--- config.mk ---
export PLATFORM = sky130hd
export DESIGN_NAME = rect_fill_arbiter_flat
export DESIGN_NICKNAME = d
export VERILOG_FILES = /design/src/rtl/rect_fill_if.sv /design/src/rtl/rect_fill_arbiter.sv /design/src/flat_wrapper.sv
export SDC_FILE = /design/constraint.sdc
export NUM_CORES = 1
export LEC_CHECK = 0
export BUFFER_PORTS_ARGS = -buffer_cell sky130_fd_sc_hd__buf_2
export CORE_ASPECT_RATIO = 0.8
export CORE_MARGIN = 10
export CORE_UTILIZATION = 45
export CTS_CLUSTER_DIAMETER = 150
export DETAILED_ROUTE_END_ITERATION = 8
export GPL_ROUTABILITY_DRIVEN = 0
export PLACE_DENSITY = 0.69
export SLEW_MARGIN = 20
export SYNTH_ARGS = -nofsm -noshare
export SYNTH_HDL_FRONTEND = slang
export SYNTH_SLANG_ARGS = --single-unit
export TNS_END_PERCENT = 50
--- constraint.sdc ---
create_clock -name clock -period 9.9 [get_ports clock]
set_input_delay 0.495 -clock clock [delete_from_list [all_inputs] [get_ports clock]]
set_output_delay 0.495 -clock clock [all_outputs]
set_load 0.01 [all_outputs]
--- src/rtl/rect_fill_if.sv ---
// rtl/rect_fill_if.sv - requester/VGA bundle shared by the rectangle fill arbiter
//
// Ports (grouped signals):
//   req          per-requester request level
//   rect_x/y/w/h packed rectangle descriptors, slice i belongs to requester i
//   rect_colour  packed fill colour
//   gnt          one-hot grant, held through the DONE cycle
//   done         one-cycle completion pulse to the granted requester
//   busy         arbiter not idle
//   vga_*        pixel write port towards the VGA adapter
interface rect_fill_if #(
    parameter int NREQ = 3
);
    logic [NREQ-1:0]   req;
    logic [8*NREQ-1:0] rect_x;
    logic [7*NREQ-1:0] rect_y;
    logic [8*NREQ-1:0] rect_w;
    logic [7*NREQ-1:0] rect_h;
    logic [3*NREQ-1:0] rect_colour;
    logic [NREQ-1:0]   gnt;
    logic [NREQ-1:0]   done;
    logic              busy;
    logic [7:0]        vga_x;
    logic [6:0]        vga_y;
    logic [2:0]        vga_colour;
    logic              vga_plot;

    modport master (
        output req, rect_x, rect_y, rect_w, rect_h, rect_colour,
        input  gnt, done, busy, vga_x, vga_y, vga_colour, vga_plot
    );

    modport slave (
        input  req, rect_x, rect_y, rect_w, rect_h, rect_colour,
        output gnt, done, busy, vga_x, vga_y, vga_colour, vga_plot
    );
endinterface

--- src/rtl/rect_fill_arbiter.sv ---
// rtl/rect_fill_arbiter.sv - round-robin owner of the VGA write port, fills one rectangle pixel per clock
//
// Ports:
//   clock  system clock, rising edge
//   reset  asynchronous active-low reset
//   bus    rect_fill_if slave: requests/descriptors in, grant/done/busy and VGA pixel port out
module rect_fill_arbiter #(
    parameter int NREQ = 3,
    parameter int XMAX = 160,
    parameter int YMAX = 120
) (
    input  logic        clock,
    input  logic        reset,
    rect_fill_if.slave  bus
);
    localparam int IW = (NREQ <= 2) ? 1 : $clog2(NREQ);

    typedef enum logic [1:0] {
        IDLE = 2'd0,
        FILL = 2'd1,
        DONE = 2'd2
    } state_t;

    state_t          state;
    state_t          state_next;

    logic [IW-1:0]   last_ptr;
    logic [IW-1:0]   win_idx;
    logic [IW-1:0]   pick_idx;
    logic            pick_valid;

    // Descriptor latched at grant; rect_* inputs are ignored during a fill.
    logic [7:0]      x0;
    logic [6:0]      y0;
    logic [7:0]      w;
    logic [6:0]      h;
    logic [2:0]      col;
    logic [7:0]      cx;
    logic [6:0]      cy;

    logic [NREQ-1:0] gnt_q;
    logic [NREQ-1:0] done_q;
    logic [7:0]      vx;
    logic [6:0]      vy;
    logic [2:0]      vc;
    logic            vp;

    logic [7:0]      sel_x;
    logic [6:0]      sel_y;
    logic [7:0]      sel_w;
    logic [6:0]      sel_h;
    logic [2:0]      sel_c;
    logic            sel_empty;

    logic            col_end;
    logic            row_end;
    logic [7:0]      ncx;
    logic [6:0]      ncy;
    logic [7:0]      base_x;
    logic [6:0]      base_y;
    logic [7:0]      pix_cx;
    logic [6:0]      pix_cy;
    logic [8:0]      sum_x;
    logic [7:0]      sum_y;
    logic            plot_ok;

    // Round-robin search starting just after the last grant. Scanning from the
    // far end and overwriting leaves the nearest requesting index as winner.
    always_comb begin
        int j;
        pick_valid = 1'b0;
        pick_idx   = '0;
        j          = 0;
        for (int k = NREQ; k >= 1; k--) begin
            j = int'(last_ptr) + k;
            if (j >= NREQ) begin
                j = j - NREQ;
            end
            if (bus.req[j]) begin
                pick_valid = 1'b1;
                pick_idx   = IW'(j);
            end
        end
    end

    assign sel_x     = bus.rect_x[8*pick_idx +: 8];
    assign sel_y     = bus.rect_y[7*pick_idx +: 7];
    assign sel_w     = bus.rect_w[8*pick_idx +: 8];
    assign sel_h     = bus.rect_h[7*pick_idx +: 7];
    assign sel_c     = bus.rect_colour[3*pick_idx +: 3];
    assign sel_empty = (sel_w == 8'd0) || (sel_h == 7'd0);

    assign col_end = (cx == w - 8'd1);
    assign row_end = (cy == h - 7'd1);
    assign ncx     = col_end ? 8'd0 : cx + 8'd1;
    assign ncy     = col_end ? cy + 7'd1 : cy;

    // The pixel registered at the next edge: the origin when granting from
    // IDLE, otherwise the successor of the current pixel.
    always_comb begin
        base_x = x0;
        base_y = y0;
        pix_cx = ncx;
        pix_cy = ncy;
        if (state == IDLE) begin
            base_x = sel_x;
            base_y = sel_y;
            pix_cx = 8'd0;
            pix_cy = 7'd0;
        end
    end

    // Sums are one bit wider than the port so off-screen pixels are detected
    // instead of wrapping onto the visible area.
    assign sum_x   = {1'b0, base_x} + {1'b0, pix_cx};
    assign sum_y   = {1'b0, base_y} + {1'b0, pix_cy};
    assign plot_ok = (32'(sum_x) < XMAX) && (32'(sum_y) < YMAX);

    always_comb begin
        state_next = state;
        case (state)
            IDLE: begin
                if (pick_valid) begin
                    state_next = sel_empty ? DONE : FILL;
                end
            end
            FILL: begin
                if (col_end && row_end) begin
                    state_next = DONE;
                end
            end
            DONE: begin
                state_next = IDLE;
            end
            default: begin
                state_next = IDLE;
            end
        endcase
    end

    always_ff @(posedge clock or negedge reset) begin
        if (!reset) begin
            state <= IDLE;
        end else begin
            state <= state_next;
        end
    end

    always_ff @(posedge clock or negedge reset) begin
        if (!reset) begin
            last_ptr <= IW'(NREQ - 1);
            win_idx  <= '0;
            x0       <= '0;
            y0       <= '0;
            w        <= '0;
            h        <= '0;
            col      <= '0;
            cx       <= '0;
            cy       <= '0;
            gnt_q    <= '0;
            done_q   <= '0;
            vx       <= '0;
            vy       <= '0;
            vc       <= '0;
            vp       <= 1'b0;
        end else begin
            case (state)
                IDLE: begin
                    if (pick_valid) begin
                        gnt_q   <= NREQ'(1) << pick_idx;
                        win_idx <= pick_idx;
                        x0      <= sel_x;
                        y0      <= sel_y;
                        w       <= sel_w;
                        h       <= sel_h;
                        col     <= sel_c;
                        cx      <= 8'd0;
                        cy      <= 7'd0;
                        if (sel_empty) begin
                            done_q <= NREQ'(1) << pick_idx;
                        end else begin
                            vx <= sum_x[7:0];
                            vy <= sum_y[6:0];
                            vc <= sel_c;
                            vp <= plot_ok;
                        end
                    end
                end
                FILL: begin
                    if (col_end && row_end) begin
                        vp     <= 1'b0;
                        done_q <= NREQ'(1) << win_idx;
                    end else begin
                        cx <= ncx;
                        cy <= ncy;
                        vx <= sum_x[7:0];
                        vy <= sum_y[6:0];
                        vc <= col;
                        vp <= plot_ok;
                    end
                end
                DONE: begin
                    done_q   <= '0;
                    gnt_q    <= '0;
                    last_ptr <= win_idx;
                end
                default: begin
                    gnt_q  <= '0;
                    done_q <= '0;
                    vp     <= 1'b0;
                end
            endcase
        end
    end

    assign bus.gnt        = gnt_q;
    assign bus.done       = done_q;
    assign bus.busy       = (state != IDLE);
    assign bus.vga_x      = vx;
    assign bus.vga_y      = vy;
    assign bus.vga_colour = vc;
    assign bus.vga_plot   = vp;
endmodule

--- src/flat_wrapper.sv ---
// flat-port wrapper written by rule: the top's interface ports become plain ports
module rect_fill_arbiter_flat 
#(
    parameter int NREQ = 3,
    parameter int XMAX = 160,
    parameter int YMAX = 120
)
  (clock, reset, bus_req, bus_rect_x, bus_rect_y, bus_rect_w, bus_rect_h, bus_rect_colour, bus_gnt, bus_done, bus_busy, bus_vga_x, bus_vga_y, bus_vga_colour, bus_vga_plot);
  rect_fill_if #(.NREQ(NREQ)) bus_i ();
  input  logic clock;
  input  logic reset;
  input wire logic [$bits(bus_i.req)-1:0] bus_req;
  input wire logic [$bits(bus_i.rect_x)-1:0] bus_rect_x;
  input wire logic [$bits(bus_i.rect_y)-1:0] bus_rect_y;
  input wire logic [$bits(bus_i.rect_w)-1:0] bus_rect_w;
  input wire logic [$bits(bus_i.rect_h)-1:0] bus_rect_h;
  input wire logic [$bits(bus_i.rect_colour)-1:0] bus_rect_colour;
  output wire logic [$bits(bus_i.gnt)-1:0] bus_gnt;
  output wire logic [$bits(bus_i.done)-1:0] bus_done;
  output wire logic [$bits(bus_i.busy)-1:0] bus_busy;
  output wire logic [$bits(bus_i.vga_x)-1:0] bus_vga_x;
  output wire logic [$bits(bus_i.vga_y)-1:0] bus_vga_y;
  output wire logic [$bits(bus_i.vga_colour)-1:0] bus_vga_colour;
  output wire logic [$bits(bus_i.vga_plot)-1:0] bus_vga_plot;
  assign bus_i.req = bus_req;
  assign bus_i.rect_x = bus_rect_x;
  assign bus_i.rect_y = bus_rect_y;
  assign bus_i.rect_w = bus_rect_w;
  assign bus_i.rect_h = bus_rect_h;
  assign bus_i.rect_colour = bus_rect_colour;
  assign bus_gnt = bus_i.gnt;
  assign bus_done = bus_i.done;
  assign bus_busy = bus_i.busy;
  assign bus_vga_x = bus_i.vga_x;
  assign bus_vga_y = bus_i.vga_y;
  assign bus_vga_colour = bus_i.vga_colour;
  assign bus_vga_plot = bus_i.vga_plot;
  rect_fill_arbiter #(.NREQ(NREQ), .XMAX(XMAX), .YMAX(YMAX)) u_core (.clock(clock), .reset(reset), .bus(bus_i));
endmodule
# Yosys cells after proc, flatten, opt, wreduce, memory -nomap -nowiden
# Index checks and enable logic that the tools add are counted.
[word_totals]
register_bits = 79
out_inout_bits = 26
[op_classes]
bitwise_logic = 2
shifts = 7
reduce_logical = 15
order_cmp = 8
n_mul = 2
mux = 56
eq_ne = 9
addsub = 12
[op_table]
columns = ["operator", "count"]
rows = [
  ["$ge A32 B3 Y1 const B", 3],
  ["$lt A32 B4 Y1 const B", 3],
  ["$mux W32", 3],
  ["$sub A32 B3 Y32 const B", 3],
  ["$mux W8", 8],
  ["$mux W7", 8],
  ["$shiftx A24 B6 Y8", 2],
  ["$shiftx A21 B6 Y7", 2],
  ["$pmux W8 S2", 2],
  ["$pmux W7 S2", 2],
  ["$mux W3", 7],
  ["$pmux W3 S2", 3],
  ["$mux W1", 12],
  ["$mux W2", 6],
  ["$add A8 B8 Y9", 1],
  ["$lt A9 B8 Y1 const B", 1],
  ["$reduce_and A3 Y1", 3],
  ["$shiftx A9 B5 Y3", 1],
  ["$add A7 B7 Y8", 1],
  ["$add A8 B1 Y8 const B", 1],
  ["$eq A8 B8 Y1", 1],
  ["$logic_not A8 Y1", 1],
  ["$lt A8 B7 Y1 const B", 1],
  ["$sub A8 B1 Y8 const B", 1],
  ["other kinds (23)", 35],
]

# Logic depth before layout (Yosys ltp)
# Gate-level depths: netlist (run 1).
[depth]
ltp_word = 18
depth_mapped = 22
ltp_nobuf = 19

# Worst setup path before layout (run 1)
# Ideal clock, no wire load.
[synth_timing]
path_type = "register to register"
start = "register u_core.last_ptr[1]"
end = "register u_core.vp (netlist: u_core.bus.vga_plot)"
stages_incl_launch_ff = 23
t_arrival_ns = 4.124
setup_time_ns = 0.122
setup_slack_ns = 5.655
synth_period_minus_slack_ns = 4.245
path_cell_list = "dfstp_2 inv_1 ha_1 buf_6 nand2b_1 mux2i_1 a22oi_1 clkbuf_1 buf_1 o22a_1 o21ai_0 o21ai_0 ha_1 inv_1 fa_1 nand2b_1 a21oi_1 o21ai_0 nor2b_1 xnor2_1 o21ai_0 and4b_1 a32o_1"
[synth_between]
elab_chain_cells = 18
[synth_lines]
columns = ["element", "line_no", "text"]
rows = [
  ["start, declared", "rect_fill_arbiter.sv:27", "logic [IW-1:0] last_ptr;"],
  ["start signal, assigned", "rect_fill_arbiter.sv:151", "last_ptr <= IW'(NREQ - 1);"],
  ["start signal, assigned", "rect_fill_arbiter.sv:205", "last_ptr <= win_idx;"],
  ["$add A2 B2 Y3", "rect_fill_arbiter.sv:75", "j = int'(last_ptr) + k;"],
  ["$sub A32 B3 Y32 or $ge A32 B3 Y1 (tied branches)", "rect_fill_arbiter.sv:77, rect_fill_arbiter.sv:76", ""],
  ["$mux W32", "rect_fill_arbiter.sv:76", "if (j >= NREQ) begin"],
  ["$bmux W1 S2", "rect_fill_arbiter.sv:79", "if (bus.req[j]) begin"],
  ["$mux W1 (implied by the code) (2 in a row)", "rect_fill_arbiter.sv:79", ""],
  ["$mux W2 (3 in a row)", "rect_fill_arbiter.sv:79", ""],
  ["$mul A3 B2 Y5", "rect_fill_arbiter.sv:87, rect_fill_arbiter.sv:89", ""],
  ["$shiftx A21 B6 Y7", "rect_fill_arbiter.sv:87", "assign sel_y = bus.rect_y[7*pick_idx +: 7];"],
  ["$mux W7", "rect_fill_arbiter.sv:105", "if (state == IDLE) begin"],
  ["$add A7 B7 Y8", "rect_fill_arbiter.sv:116", "assign sum_y = {1'b0, base_y} + {1'b0, pix_cy};"],
  ["$lt A8 B7 Y1", "rect_fill_arbiter.sv:117", "assign plot_ok = (32'(sum_x) < XMAX) && (32'(sum_y) < YMAX);"],
  ["$logic_and A1 B1 Y1", "rect_fill_arbiter.sv:117", ""],
  ["$mux W1", "rect_fill_arbiter.sv:179", "if (sel_empty) begin"],
  ["$mux W1", "rect_fill_arbiter.sv:169", "if (pick_valid) begin"],
  ["$pmux W1 S3", "rect_fill_arbiter.sv:167", "case (state)"],
  ["end signal, assigned", "rect_fill_arbiter.sv:185", "vp <= plot_ok;"],
  ["end signal, assigned", "rect_fill_arbiter.sv:199", "vp <= plot_ok;"],
  ["end, declared", "rect_fill_arbiter.sv:46", "logic vp;"],
]
# Parallel ways exist; a longest one is shown, timed or not. The select of a mux whose other input is x is not followed.
# A chain may end at the register's enable or synchronous reset.

# Worst setup path in the final report (run 1)
# Same ends and word-level chain as after synthesis.

==> results of run 1 <==
==> routing by layer <==
layer  routed length, um  share of wire (%)  vias up
met1                6670                 42     2514
met3                 839                5.3       27
met4                 301                1.9        0
met5                   0                  0        -
met2                7920                 50      111
li1                    -                  -     2498
==> worst paths after layout <==
kind                                           startpoint                         endpoint  slack (ns)  cells past startpoint
max                        u_core.last_ptr[1]$_DFFE_PN1P_  u_core.bus.vga_plot$_DFFE_PN0P_        5.19                     20
min                                                 reset        u_core.col[2]$_DFFE_PN0P_        0.17                      1
max reg2reg                u_core.last_ptr[1]$_DFFE_PN1P_  u_core.bus.vga_plot$_DFFE_PN0P_        5.19                     20
min reg2reg                      u_core.y0[3]$_DFFE_PN0P_         u_core.y0[3]$_DFFE_PN0P_        0.48                      2
max in group asynchronous                           reset         u_core.y0[5]$_DFFE_PN0P_        9.20                      1
min in group clock                          bus_rect_h[0]          u_core.h[0]$_DFFE_PN0P_        0.42                      3
==> sequential cells by signal, summed over array words and instances, names as in the netlist <==
register,flops
u_core.bus.vga_x,8
u_core.cx,8
u_core.w,8
u_core.x0,8
u_core.bus.vga_y,7
u_core.cy,7
u_core.h,7
u_core.y0,7
u_core.bus.done,3
u_core.bus.gnt,3
u_core.bus.vga_colour,3
u_core.col,3
u_core.last_ptr,2
u_core.state,2
u_core.win_idx,2
u_core.bus.vga_plot,1
==> power groups by stage <==
| stage | sequential [mW] | combinational, mW | clock [mW] |
|---|---|---|---|
| floorplan | 0.592 | 1.11 | 0 |
| global placement | 0.604 | 1.39 | 0 |
| detailed placement | 0.610 | 1.44 | 0 |
| CTS | 0.607 | 1.46 | 0.348 |
| global route | 0.631 | 1.63 | 0.363 |
| finish | 0.610 | 1.45 | 0.342 |
==> logic make-up (layout without fill, tap and decap cells) <==
logic type	count (synthesis)	count (layout)	share of synthesized area [%]
fa+ha+maj	24	24	5.75
simple gates	198	198	16.7
mux	25	25	5.29
xor+xnor	42	42	6.84
compound gates	198	198	23.9
flops	79	79	36.0
buf+inv	67	181	5.40
==> synth_stat cells (15+ instances only) <==
cell | number | share of area, %
clkbuf_1 | 23 | 1.6
nand2_1 | 69 | 4.7
ha_1 | 22 | 5.0
dfrtp_1 | 78 | 36
a21oi_1 | 28 | 2.6
o21ai_0 | 66 | 6.0
xnor2_1 | 27 | 4.3
o22a_1 | 15 | 2.4
nor2_1 | 58 | 4.0
inv_1 | 32 | 2.2
a31oi_1 | 22 | 2.5
==> cell type report <==
| type | instances | area share, % |
|---|---|---|
| multi-input combinational | 487 | 49.5 |
| sequential | 79 | 30.5 |
| timing repair buffer | 133 | 10.5 |
| clock buffer | 10 | 3.68 |
| tap | 148 | 2.85 |
| inverter | 32 | 1.85 |
| clock inverter | 6 | 1.08 |
==> worst register-to-register path: cells and delay by family, from the launching register on <==
kind	cells	cell delay (ns)
buffers and inverters	3	0.36
adders and majority gates	3	1.09
DFF	1	0.54
xor gates and xnor gates	1	0.18
and+or+nand+nor	5	1.08
AOI/OAI and AO/OA	8	1.35
==> through the flow <==
step           instance area [um^2]  power, mW  worst slack [ns]
2_1_floorplan                  5490       1.70              5.65
3_3_place_gp                   6180       1.99              5.54
3_5_place_dp                   6180       2.05              5.25
4_1_cts                        6490       2.41              5.21
5_1_grt                        6490       2.63              4.80
6_report                       6490       2.40              5.19
==> flow_metrics.py, run 1 <==
metrics = {
    "worst_setup_path": {
        "worstPathRequired_ns": 10.13,
        "path_common_cell": "o21ai_0",
        "slowest_delay_ns": 0.54,
        "crit_type": "reg -> reg",
        "critPathCaptureType": "flip-flop",
        "crit_arrival_ns": 4.94,
        "startpoint_type": "flip-flop",
        "cp_num_buf_inv": 3,
        "slowest_stage": "dfstp_2",
        "worstPathMaxFanout": 21,
        "cp_cell_sequence": "inv_1 -> ha_1 -> nand2b_1 -> a22oi_1 -> a22oi_1 -> buf_4 -> nand2_1 -> o21ai_0 -> o21ai_0 -> ha_1 -> inv_1 -> fa_1 -> nand2b_1 -> a21oi_1 -> o21ai_0 -> nor2b_1 -> xnor2_1 -> o21ai_0 -> and4b_1 -> a32o_1",
        "critical_path.top_delay_family": "compound AO/OA/AOI/OAI gates",
    },
    "global_routing": {
        "track_usage_pct": 18.5,
        "grt_max_degree": 80,
        "grtUsageMet3_pct": 4.44,
        "use_met1_pct": 22.6,
        "grtUsageMet2_pct": 31.2,
        "grt_pass1_vias": 5344,
        "top_usage_layer": "met2",
        "gr-total-overflow": 0,
        "antenna_found_initial": 0,
        "grt_pass1_wl_um": 26100,
    },
    "place": {
        "dp_hpwl_um": 12100,
        "port-buffer-count": 129,
        "dp.cells": 879,
    },
    "synth": {
        "yosysWarnings": 0,
        "netlist-cell-type-count": 63,
        "synth.yosys.seq_area_share_pct": 36.0,
        "synth_seq_cells": 79,
        "ys_async_sr_fraction_pct": 100,
        "syn_inst": 633,
        "synth_edf_count": 0,
        "ys.flop_type": "dfrtp_1",
        "mappedNetlistArea_mm2": 0.00549,
        "syn_nets": 761,
        "synth.avg_cell_area_um2": 8.67,
    },
    "clocking": {
        "cts_tree": "done",
        "htreeDepth": 3,
        "cts-root-buf": "clkbuf_16",
        "cts_made_buffers": 9,
        "postCtsResizedCells": 0,
        "cts.sink_count": 79,
        "clockBufferDepth": 2,
        "clk_pin_slew_ns": 0.06,
        "post_cts_buffers": 0,
        "cts_hold_buffers": 0,
        "insertion_delay_ns": 0.34,
    },
    "cells_and_area": {
        "drive_gt1_share_pct": 23.6,
        "mostFrequentLayoutCells": "buf_2, dfrtp_1, nand2_1, o21ai_0, nor2_1",
        "syn_to_final_growth_pct": 18.3,
        "layout.nets": 870,
        "diodes": 0,
        "mostFrequentLayoutCell": "buf_2",
        "stdcell_count": 895,
        "final_core_utilization_pct": 55.3,
        "multi_input_area_mm2": 0.00322,
        "n_fill_cell": 1083,
        "regArea_mm2": 0.00198,
    },
    "power_and_ir_drop": {
        "pwr-share-comb_pct": 60.4,
        "clockPowerShare_pct": 14.2,
        "seq_power_share_pct": 25.4,
        "ir_drop_uv": 232,
        "power_density_mw_per_mm2": 371,
        "p_leak_nw": 2.98,
        "sw_frac_of_total_pct": 46.7,
        "intPower_mw": 1.28,
        "switchingPower_mw": 1.12,
    },
    "min_path": {
        "hp-class": "in -> async",
    },
    "route": {
        "dr_total_vias": 5150,
        "drc": 0,
        "drt_iter0_markers": 390,
        "wire_per_inst_um": 17.6,
        "vias_per_cell": 5.75,
        "drt_first_pass_iters": 5,
        "ant_nets": 0,
        "wl_um": 15700,
    },
    "status": {
        "run_status": "complete, no violations",
    },
    "floorplanning": {
        "fp.dieW_um": 143,
        "top_level_ports": 130,
        "row_count": 35,
        "die_h_um": 119,
        "die-area_mm2": 0.0170,
        "core_mm2": 0.0117,
        "initial_core_util_pct": 46.8,
    },
    "timing": {
        "fmax_mhz": 212,
        "min_period_over_period_pct": 47.6,
        "period_minus_slack_ns": 4.71,
        "tns_ns": 0,
        "hold_slack_ns": 0.174,
        "maxSlewViolCount": 0,
        "timing.slew.headroom_pct": 34.6,
        "hold_viol_final": 0,
        "skew_ns": 0.00349,
        "setup_viol": 0,
        "rsz0062_at_grt": "no",
        "tightest_slew_ns": 0.979,
    },
    "run": {
        "drv_cap": 0,
    },
}
Power figures use the tool's default switching activity.
==> run 2: changes to the inputs <==
Settings changed: PLACE_DENSITY 0.69 to 0.71.
Clock period 9.9 ns to 4.3 ns, I/O delays scaled along.
==> run 2 against run 1 <==
  * Critical path depth shrank 1
  * Utilization grew 1.9 points
  * Largest cell class unchanged
  * Sequential share of layout area is 0.96 points lower
  * Non-clock buffer count grew 23
  * Clock skew grew 0.0021 ns
  * Combinational power grew to 2.5 times the previous value
  * Flip-flop and latch count unchanged
  * Die area stayed put
  * Largest power group unchanged
  * Wire length rose by 2.6%
  * Fmax is 16% higher
  * Setup slack worse by 4.9 ns
  * Cell area is 3.4% higher
==> flow_metrics.py, run 2 (synthesized netlist as in run 1, its figures left out) <==
metrics = {
    "power_and_ir_drop": {
        "p_total_mw": 5.74,
        "power_density_mw_per_mm2": 855,
        "p_leak_nw": 3.10,
        "ir_drop_uv": 532,
    },
    "route": {
        "drt_iter0_markers": 471,
        "ant_nets": 0,
        "wl_um": 16100,
        "vias_per_cell": 5.71,
        "drt_first_pass_iters": 8,
        "drc": 0,
        "dr_total_vias": 5238,
        "wire_per_inst_um": 17.6,
    },
    "cells_and_area": {
        "mostFrequentLayoutCells": "buf_2, dfrtp_1, nand2_1, o21ai_0, nor2_1",
        "final_core_utilization_pct": 57.2,
        "syn_to_final_growth_pct": 22.3,
        "diodes": 0,
        "mostFrequentLayoutCell": "buf_2",
        "drive_gt1_share_pct": 27.1,
        "layout.nets": 893,
    },
    "worst_setup_path": {
        "slowest_delay_ns": 0.46,
        "worstPathMaxFanout": 8,
        "crit_arrival_ns": 4.28,
        "cp_num_buf_inv": 2,
        "path_common_cell": "o21ai_0",
        "critPathCaptureType": "flip-flop",
        "crit_type": "reg -> reg",
        "worstPathRequired_ns": 4.53,
        "critical_path.top_delay_family": "simple AND/OR/NAND/NOR gates",
        "slowest_stage": "dfrtp_2",
        "startpoint_type": "flip-flop",
        "cp_cell_sequence": "nor4_1 -> buf_4 -> o21ai_0 -> a32oi_1 -> a21oi_1 -> o21a_1 -> or2_2 -> nor2_4 -> ha_2 -> inv_1 -> fa_1 -> nand2b_4 -> a21oi_2 -> o21ai_0 -> nor2b_1 -> xnor2_1 -> o21ai_1 -> and4b_1 -> a32o_1",
    },
    "timing": {
        "fmax_mhz": 247,
        "setup_viol": 0,
        "maxSlewViolCount": 0,
        "min_period_over_period_pct": 94.2,
        "period_minus_slack_ns": 4.05,
        "hold_viol_final": 0,
        "tightest_slew_ns": 0.711,
        "skew_ns": 0.00559,
        "timing.slew.headroom_pct": 52.2,
    },
    "floorplanning": {
        "fp.dieW_um": 143,
        "initial_core_util_pct": 46.8,
        "row_count": 35,
        "core_mm2": 0.0117,
        "die_h_um": 119,
        "die-area_mm2": 0.0170,
        "top_level_ports": 130,
    },
    "global_routing": {
        "grt_pass1_vias": 5258,
        "antenna_found_initial": 0,
        "grt_pass1_wl_um": 25700,
        "gr-total-overflow": 0,
        "grt_max_degree": 80,
        "track_usage_pct": 18.3,
    },
    "min_path": {
        "hp-class": "in -> reg",
    },
    "clocking": {
        "insertion_delay_ns": 0.34,
        "htreeDepth": 3,
        "cts_tree": "done",
        "cts_made_buffers": 9,
        "clockBufferDepth": 2,
        "cts-root-buf": "clkbuf_16",
        "cts.sink_count": 79,
        "clk_pin_slew_ns": 0.06,
    },
    "place": {
        "port-buffer-count": 129,
        "dp_hpwl_um": 12600,
    },
    "status": {
        "run_status": "complete, no violations",
    },
    "run": {
        "drv_cap": 0,
    },
}
-- run 2: cell count changes in the layout (fill, tap and decap cells not counted), moves of 2 or more --
cell | before | now
nor2_1 | 57 | 55
clkbuf_1 | 0 | 2
clkinvlp_4 | 3 | 1
a21oi_1 | 28 | 26
clkinv_2 | 0 | 2
dfrtp_2 | 0 | 2
o21ai_0 | 66 | 61
clkinv_4 | 2 | 0
dfrtp_1 | 78 | 76
buf_4 | 4 | 23
a21oi_2 | 2 | 4
o21ai_1 | 0 | 5
ha_1 | 22 | 20
-- run 2: worst paths after layout --
| check | start | end | slack (ns) | depth (start not counted) |
|---|---|---|---|---|
| setup / recovery | u_core.w[2]$_DFFE_PN0P_ | u_core.bus.vga_plot$_DFFE_PN0P_ | 0.25 | 19 |
| hold / removal | bus_rect_h[3] | u_core.h[3]$_DFFE_PN0P_ | 0.14 | 3 |
| setup reg to reg | u_core.w[2]$_DFFE_PN0P_ | u_core.bus.vga_plot$_DFFE_PN0P_ | 0.25 | 19 |
| hold reg to reg | u_core.y0[3]$_DFFE_PN0P_ | u_core.y0[3]$_DFFE_PN0P_ | 0.48 | 2 |
| max in group asynchronous | reset | u_core.y0[3]$_DFFE_PN0P_ | 3.30 | 3 |
| min in group asynchronous | reset | u_core.h[5]$_DFFE_PN0P_ | 0.41 | 2 |
-- run 2: what timing repair did --
action / CTS / global route
hold buffers: 0 / 1
pin swaps: 0 / 3
resized for setup: 3 / 21
setup buffers: 0 / 4
endpoints found under the setup margin: 1 / 1
cloned: 0 / 1
hold endpoints to repair: 0 / 40
-- run 2: final cells by class --
class	count	area, um^2
well taps	148	185
multi-input cells	487	3270
fillers	1035	5030
clock buffers	13	260
inverters	32	120
repair buffers	156	871
clock inverters	3	17.5
flip-flops and latches	79	1980
-- run 2: worst reg2reg max path, cell delays in order (launching register included) --
cell      delay, ns
dfrtp_2        0.46
nor4_1         0.29
buf_4          0.17
o21ai_0        0.08
a32oi_1        0.22
a21oi_1        0.10
o21a_1         0.20
or2_2          0.38
nor2_4         0.14
ha_2           0.20
inv_1          0.05
fa_1           0.39
nand2b_4       0.16
a21oi_2        0.16
o21ai_0        0.09
nor2b_1        0.15
xnor2_1        0.20
o21ai_1        0.09
and4b_1        0.21
a32o_1         0.21
-- run 2: power by group --
| group | internal, mW | switching [mW] |
|---|---|---|
| clock | 0.421 | 0.287 |
| sequential | 1.11 | 0.293 |
| combinational | 1.56 | 2.07 |
-- run 2: per-layer routing --
layer / up-vias / global-route usage (%) / share of wire, %
met5: - / 0 / 0
met4: 0 / 5.22 / 1.5
met3: 22 / 4.16 / 5.4
met2: 150 / 31.3 / 51
met1: 2519 / 22.4 / 42
li1: 2547 / - / -
-- run 2: through the flow --
step | worst slack [ns] | hold slack (ns) | instances | cell area, um^2 | setup TNS, ns
floorplan | 0.0547 | -0.0806 | 633 | 5490 | 0
global placement | 0.178 | 0.439 | 895 | 6300 | 0
detailed placement | 0.0119 | 0.445 | 895 | 6300 | 0
CTS | 0.0858 | 0.0860 | 911 | 6580 | 0
global route | -0.0404 | 0.148 | 918 | 6710 | -0.0404
finish | 0.250 | 0.140 | 918 | 6710 | 0
